File: config.mk
export PLATFORM = sky130hd
export DESIGN_NAME = lnrv_icb_router
export DESIGN_NICKNAME = d
export VERILOG_FILES = /design/src/rtl/lnrv_icb_pkg.sv /design/src/rtl/lnrv_ots_fifo.sv /design/src/rtl/lnrv_icb_router.sv
export SDC_FILE = /design/constraint.sdc
export NUM_CORES = 1
export LEC_CHECK = 0
export CAP_MARGIN = 0
export CORE_AREA = 2 2 245 247
export DETAILED_ROUTE_END_ITERATION = 10
export DIE_AREA = 0 0 247 249
export PLACE_DENSITY = 0.43
export SETUP_SLACK_MARGIN = 0.2
export SLEW_MARGIN = 20
export SYNTH_ARGS = -nofsm -noshare
export SYNTH_HDL_FRONTEND = slang
export SYNTH_HIERARCHICAL = 1
export SYNTH_SLANG_ARGS = --single-unit
File: constraint.sdc
create_clock -name clk -period 7 [get_ports clk]
set_input_delay 0.7 -clock clk [delete_from_list [all_inputs] [get_ports clk]]
set_output_delay 0.7 -clock clk [all_outputs]
set_load 0.1 [all_outputs]
File: src/rtl/lnrv_icb_pkg.sv
// Shared definitions for the ICB router family: target-index and width
// helpers plus default ILM/DLM region constants.
package lnrv_icb_pkg;

    localparam logic [31:0] LNRV_ILM_BASE = 32'h0000_0000;
    localparam logic [31:0] LNRV_ILM_SIZE = 32'h0002_0000;
    localparam logic [31:0] LNRV_DLM_BASE = 32'h0002_0000;
    localparam logic [31:0] LNRV_DLM_SIZE = 32'h0002_0000;

    // The error responder sits one index past the last real slave.
    function automatic int err_tgt(input int n);
        return n;
    endfunction

    function automatic int tgt_width(input int n);
        return $clog2(n + 1);
    endfunction

    function automatic int cnt_width(input int depth);
        return $clog2(depth) + 1;
    endfunction

endpackage

File: src/rtl/lnrv_ots_fifo.sv
// In-order FIFO of target IDs for outstanding ICB transactions.
// Push is ignored when full, pop is ignored when empty.
module lnrv_ots_fifo
    import lnrv_icb_pkg::*;
#(
    parameter int P_DEPTH = 4,
    parameter int P_WIDTH = 2
) (
    input  logic                        clk,
    input  logic                        reset,
    input  logic                        push_i,
    input  logic                        pop_i,
    input  logic [P_WIDTH-1:0]          din_i,
    output logic [P_WIDTH-1:0]          dout_o,
    output logic                        full_o,
    output logic                        empty_o,
    output logic [$clog2(P_DEPTH):0]    count_o
);

    localparam int PW = (P_DEPTH > 1) ? $clog2(P_DEPTH) : 1;
    localparam int CW = cnt_width(P_DEPTH);

    logic [P_WIDTH-1:0] mem_q [P_DEPTH];
    logic [PW-1:0]      wr_q, wr_d;
    logic [PW-1:0]      rd_q, rd_d;
    logic [CW-1:0]      cnt_q, cnt_d;
    logic               do_push, do_pop;

    function automatic logic [PW-1:0] ptr_inc(input logic [PW-1:0] p);
        return (p == PW'(P_DEPTH - 1)) ? '0 : p + 1'b1;
    endfunction

    assign full_o  = (cnt_q == CW'(P_DEPTH));
    assign empty_o = (cnt_q == '0);
    assign count_o = cnt_q;
    assign dout_o  = mem_q[rd_q];
    assign do_push = push_i && !full_o;
    assign do_pop  = pop_i && !empty_o;

    always_comb begin
        wr_d  = do_push ? ptr_inc(wr_q) : wr_q;
        rd_d  = do_pop ? ptr_inc(rd_q) : rd_q;
        cnt_d = cnt_q + CW'(do_push) - CW'(do_pop);
    end

    always_ff @(posedge clk) begin
        if (reset) begin
            wr_q  <= '0;
            rd_q  <= '0;
            cnt_q <= '0;
        end else begin
            wr_q  <= wr_d;
            rd_q  <= rd_d;
            cnt_q <= cnt_d;
        end
    end

    always_ff @(posedge clk) begin
        if (do_push) mem_q[wr_q] <= din_i;
    end

endmodule

File: src/rtl/lnrv_icb_router.sv
// 1-to-N ICB address router with in-order response return and a
// built-in error responder for unmapped addresses.
module lnrv_icb_router
    import lnrv_icb_pkg::*;
#(
    parameter int                      P_ADDR_WIDTH = 32,
    parameter int                      P_DATA_WIDTH = 32,
    parameter int                      P_ICB_COUNT  = 3,
    parameter int                      P_OTS_COUNT  = 4,
    parameter logic [P_DATA_WIDTH-1:0] P_ERR_RDATA  = '0
) (
    input  logic                                  clk,
    input  logic                                  reset,
    input  logic                                  m_icb_cmd_vld,
    output logic                                  m_icb_cmd_rdy,
    input  logic                                  m_icb_cmd_write,
    input  logic [P_ADDR_WIDTH-1:0]               m_icb_cmd_addr,
    input  logic [P_DATA_WIDTH-1:0]               m_icb_cmd_wdata,
    input  logic [P_DATA_WIDTH/8-1:0]             m_icb_cmd_wstrb,
    output logic                                  m_icb_rsp_vld,
    input  logic                                  m_icb_rsp_rdy,
    output logic [P_DATA_WIDTH-1:0]               m_icb_rsp_rdata,
    output logic                                  m_icb_rsp_err,
    output logic [P_ICB_COUNT-1:0]                sn_icb_cmd_vld,
    input  logic [P_ICB_COUNT-1:0]                sn_icb_cmd_rdy,
    output logic [P_ICB_COUNT-1:0]                sn_icb_cmd_write,
    output logic [P_ICB_COUNT*P_ADDR_WIDTH-1:0]   sn_icb_cmd_addr,
    output logic [P_ICB_COUNT*P_DATA_WIDTH-1:0]   sn_icb_cmd_wdata,
    output logic [P_ICB_COUNT*P_DATA_WIDTH/8-1:0] sn_icb_cmd_wstrb,
    input  logic [P_ICB_COUNT-1:0]                sn_icb_rsp_vld,
    output logic [P_ICB_COUNT-1:0]                sn_icb_rsp_rdy,
    input  logic [P_ICB_COUNT-1:0]                sn_icb_rsp_err,
    input  logic [P_ICB_COUNT*P_DATA_WIDTH-1:0]   sn_icb_rsp_rdata,
    input  logic [P_ICB_COUNT*P_ADDR_WIDTH-1:0]   sn_region_base,
    input  logic [P_ICB_COUNT*P_ADDR_WIDTH-1:0]   sn_region_end,
    output logic [$clog2(P_OTS_COUNT):0]          ots_cnt,
    output logic                                  dec_err
);

    localparam int N  = P_ICB_COUNT;
    localparam int AW = P_ADDR_WIDTH;
    localparam int DW = P_DATA_WIDTH;
    localparam int TW = tgt_width(N);
    localparam logic [TW-1:0] ERR = TW'(err_tgt(N));

    logic [TW-1:0] tgt, head;
    logic [TW-1:0] last_q, last_d;
    logic          dec_err_q, dec_err_d;
    logic          full, empty, allow, slv_rdy, accept, pop;

    assign sn_icb_cmd_write = {N{m_icb_cmd_write}};
    assign sn_icb_cmd_addr  = {N{m_icb_cmd_addr}};
    assign sn_icb_cmd_wdata = {N{m_icb_cmd_wdata}};
    assign sn_icb_cmd_wstrb = {N{m_icb_cmd_wstrb}};
    assign dec_err          = dec_err_q;

    // Descending scan so the lowest matching slot wins on overlap.
    always_comb begin
        tgt = ERR;
        for (int i = N - 1; i >= 0; i--) begin
            if (sn_region_base[i*AW +: AW] <= m_icb_cmd_addr &&
                m_icb_cmd_addr < sn_region_end[i*AW +: AW])
                tgt = TW'(i);
        end
    end

    // A target switch waits for the FIFO to drain so responses stay ordered.
    always_comb begin
        slv_rdy        = 1'b1;
        sn_icb_cmd_vld = '0;
        allow          = !full && (empty || tgt == last_q);
        for (int i = 0; i < N; i++) begin
            if (tgt == TW'(i)) slv_rdy = sn_icb_cmd_rdy[i];
        end
        m_icb_cmd_rdy = allow && slv_rdy;
        accept        = m_icb_cmd_vld && m_icb_cmd_rdy;
        for (int i = 0; i < N; i++) begin
            sn_icb_cmd_vld[i] = m_icb_cmd_vld && allow && (tgt == TW'(i));
        end
        last_d    = accept ? tgt : last_q;
        dec_err_d = accept && (tgt == ERR);
    end

    always_comb begin
        m_icb_rsp_vld   = 1'b0;
        m_icb_rsp_rdata = '0;
        m_icb_rsp_err   = 1'b0;
        sn_icb_rsp_rdy  = '0;
        if (!empty) begin
            if (head == ERR) begin
                m_icb_rsp_vld   = 1'b1;
                m_icb_rsp_err   = 1'b1;
                m_icb_rsp_rdata = P_ERR_RDATA;
            end else begin
                for (int i = 0; i < N; i++) begin
                    if (head == TW'(i)) begin
                        m_icb_rsp_vld     = sn_icb_rsp_vld[i];
                        m_icb_rsp_err     = sn_icb_rsp_err[i];
                        m_icb_rsp_rdata   = sn_icb_rsp_rdata[i*DW +: DW];
                        sn_icb_rsp_rdy[i] = m_icb_rsp_rdy;
                    end
                end
            end
        end
        pop = m_icb_rsp_vld && m_icb_rsp_rdy;
    end

    always_ff @(posedge clk) begin
        if (reset) begin
            last_q    <= '0;
            dec_err_q <= 1'b0;
        end else begin
            last_q    <= last_d;
            dec_err_q <= dec_err_d;
        end
    end

    lnrv_ots_fifo #(
        .P_DEPTH (P_OTS_COUNT),
        .P_WIDTH (TW)
    ) u_ots_fifo (
        .clk     (clk),
        .reset   (reset),
        .push_i  (accept),
        .pop_i   (pop),
        .din_i   (tgt),
        .dout_o  (head),
        .full_o  (full),
        .empty_o (empty),
        .count_o (ots_cnt)
    );

endmodule
==> results.sh <==
export IMPL_seq_area_frac_synth_pct=5.95
export IMPL_grt_setup_unrepaired="no"
export IMPL_ant_nets=0
export IMPL_die_h_um=249
export IMPL_postCtsSetupBuffers=0
export IMPL_grt_pass1_wl_mm=53.2
export IMPL_ys_ff_latch=20
export IMPL_crit_path_end_kind="register"
export IMPL_avgSynthCellArea_sq_um=7.41
export IMPL_dieArea_sq_um=61500
export IMPL_mostFrequentLayoutCells="clkdlybuf4s50_1, ha_1, inv_1, a21oi_1, nor2_1"
export IMPL_ys_flop_type="dfxtp_1"
export IMPL_hold_class="reg2reg"
export IMPL_outcome="finished clean"
export IMPL_async_reset_ff_share_pct=0
export IMPL_antenna_found_initial=9
export IMPL_timing_final_crit_period_ps=5910
export IMPL_setup_violations=0
export IMPL_netlist_area_leader_share_pct=30.3
export IMPL_die_w_um=247
export IMPL_vias=8262
export IMPL_wl_mm=37.7
export IMPL_p_leak_nw=5.51
export IMPL_ir_drop_v=0.000218
export IMPL_cts_buffers=3
export IMPL_syn_nets=1657
export IMPL_hpwl_mm=34.2
export IMPL_viasPerCell=3.86
export IMPL_worst_endpoint_arrival_ps=6080
export IMPL_wl_per_cell_um=17.6
export IMPL_grt_start_max_net_pins=39
export IMPL_clock_skew_final_ps=3.04
export IMPL_nNetsFinal=1925
export IMPL_start_util_pct=13.8
export IMPL_grt_pass1_vias=8468
export IMPL_max_clock_path_buffers=2
export IMPL_yosys_warnings=6
export IMPL_total_power_mw=2.54
export IMPL_finalCritPeriodShare_pct=84.4
export IMPL_critical_path_class="in2reg"
export IMPL_fmax_ghz=0.169
export IMPL_final_area_sq_um=12400
export IMPL_synth_area_top_cells="ha_1, buf_4, inv_1"
export IMPL_clock_latency_ps=250
export IMPL_synth_area_sq_um=8080
export IMPL_cts_hold_buf=0
export IMPL_synth_edff_count=8
export IMPL_cts_sinks=20
export IMPL_area_growth_pct=53.1
export IMPL_rows=89
export IMPL_root_buffer="clkbuf_16"
export IMPL_grt_overflow=0
export IMPL_path_clk_slew_ps=50
export IMPL_yosys_cell_types_count=64
export IMPL_finalSetupTns_ps=0
export IMPL_mostFrequentLayoutCell="clkdlybuf4s50_1"
export IMPL_power_density_nw_per_um2=205
export IMPL_cap_violations=0
export IMPL_required_ps=7170
export IMPL_route_detailed_drc=0
export IMPL_gp_congestion=0.826
export IMPL_pin_count=622
export IMPL_final_core_util_pct=21.1
export IMPL_cts_tree="built"
export IMPL_cp_start_kind="primary input"
export IMPL_drtPass1Iterations=4
export IMPL_crit_fanout=8
export IMPL_relSlewSlack_pct=28.9
export IMPL_grt_usage_pct=11.4
export IMPL_io_buffers=473
export IMPL_htree_levels=1
export IMPL_postSynthCellCount=1090
export IMPL_cts_resized=0
export IMPL_yosys_area_top_type="ha_1"
export IMPL_hold_viol_final=0
export IMPL_fp_coreArea_sq_um=58700
export IMPL_drt_initial_drc_count=250
export IMPL_maxSlewViolCount=0
export IMPL_tightest_slew_ps=1060
export IMPL_dpl_cell_area_sq_um=12300
export IMPL_drive_gt1_share_pct=3.24
export IMPL_nFillCells=6500
export IMPL_holdWs_ps=508
-- cells in the mapped netlist (2+ instances only) --
cell type,count
o21ai_0,35
o21bai_1,2
clkbuf_1,11
a21boi_0,2
inv_1,140
buf_4,207
nor2b_1,12
nor3_1,16
dfxtp_1,12
mux2i_1,33
nor4_1,9
a211oi_1,11
a2111oi_0,2
nor3b_1,2
a21oi_1,104
nand4_1,30
edfxtp_1,8
nand3_1,17
and3_1,4
ha_1,196
and4_1,3
nand2b_1,5
buf_1,6
a22oi_1,2
a221o_1,2
nor2_1,93
a21o_1,18
o211ai_1,10
or2_2,2
or3_1,5
nand2_1,49
a221oi_1,6
a31oi_1,2
a211o_1,2
buf_6,2
mux4_2,2
-- through the flow --
stage / instances / setup slack [ps]
2_1_floorplan: 1090 / 1500
3_3_place_gp: 2126 / 617
3_5_place_dp: 2126 / 608
4_1_cts: 2130 / 851
5_1_grt: 2134 / 645
6_report: 2138 / 1090
-- report_power, final --
part	leakage [nW]	switching, mW	internal [mW]
logic	5.30	1.59	0.651
registers	0.171	0.0222	0.146
clock network	0.0442	0.0399	0.0870
total	5.51	1.66	0.884
-- flip-flops by register name, summed over array words and instances, names as in the netlist, named ones only --
signal and flops:
u_ots_fifo/count_o 3, last_q 2, u_ots_fifo/rd_q 2, dec_err 1
u_ots_fifo/mem_q 8, u_ots_fifo/wr_q 2
-- metal layers --
| layer | part of all wire [%] | global-route usage [%] | wire (um) |
|---|---|---|---|
| met1 | 40 | 13.1 | 15100 |
| met2 | 50 | 21.4 | 18800 |
| met3 | 9.0 | 3.02 | 3390 |
| met4 | 1.0 | 1.64 | 386 |
| met5 | 0.035 | 0 | 13 |
-- area by class of cell --
cell class              count  area (sq um)  area share, %
multi-input cells         703          5430           43.9
diodes                      8          20.0          0.162
flip-flops and latches     20           480           3.88
clock buffers               4          88.8          0.718
inverters                 140           526           4.25
repair buffers            490          4850           39.2
well taps                 773           967           7.82
-- kinds of logic after synthesis --
family	share of synthesized area (%)
muxes	4.65
AOI/OAI and AO/OA	15.8
and+or+nand+nor	16.0
adders and majority gates	30.6
buffers and inverters	26.9
xor gates and xnor gates	0.108
DFF	5.95
-- path summary, 6_finish.rpt --
| kind | startpoint | to | slack (ps) | cells past startpoint |
|---|---|---|---|---|
| setup reg to reg | register | u_ots_fifo/count_o[2] | 3560 | 13 |
| setup / recovery | m_icb_cmd_addr[14] | u_ots_fifo/count_o[2] | 1090 | 23 |
| hold / removal | u_ots_fifo/rd_q[0] | u_ots_fifo/rd_q[0] | 510 | 2 |
| hold reg to reg | u_ots_fifo/rd_q[0] | u_ots_fifo/rd_q[0] | 510 | 2 |
-- critical path, cell delays in order --
cell and delay [ps]:
clkdlybuf4s50_1 710, inv_1 170, ha_1 350, nand4_1 180
nor4_1 710, a21boi_0 370, or3_1 220, o211ai_1 110
o211ai_1 290, o211ai_1 180, o21bai_1 240, a21oi_1 160
buf_4 160, and2_4 150, inv_1 40, ha_1 270
inv_1 50, ha_1 130, inv_1 50, fa_1 370
xor2_1 160, and2_1 170, nor3_1 130
(Power assumes the default switching activity.)
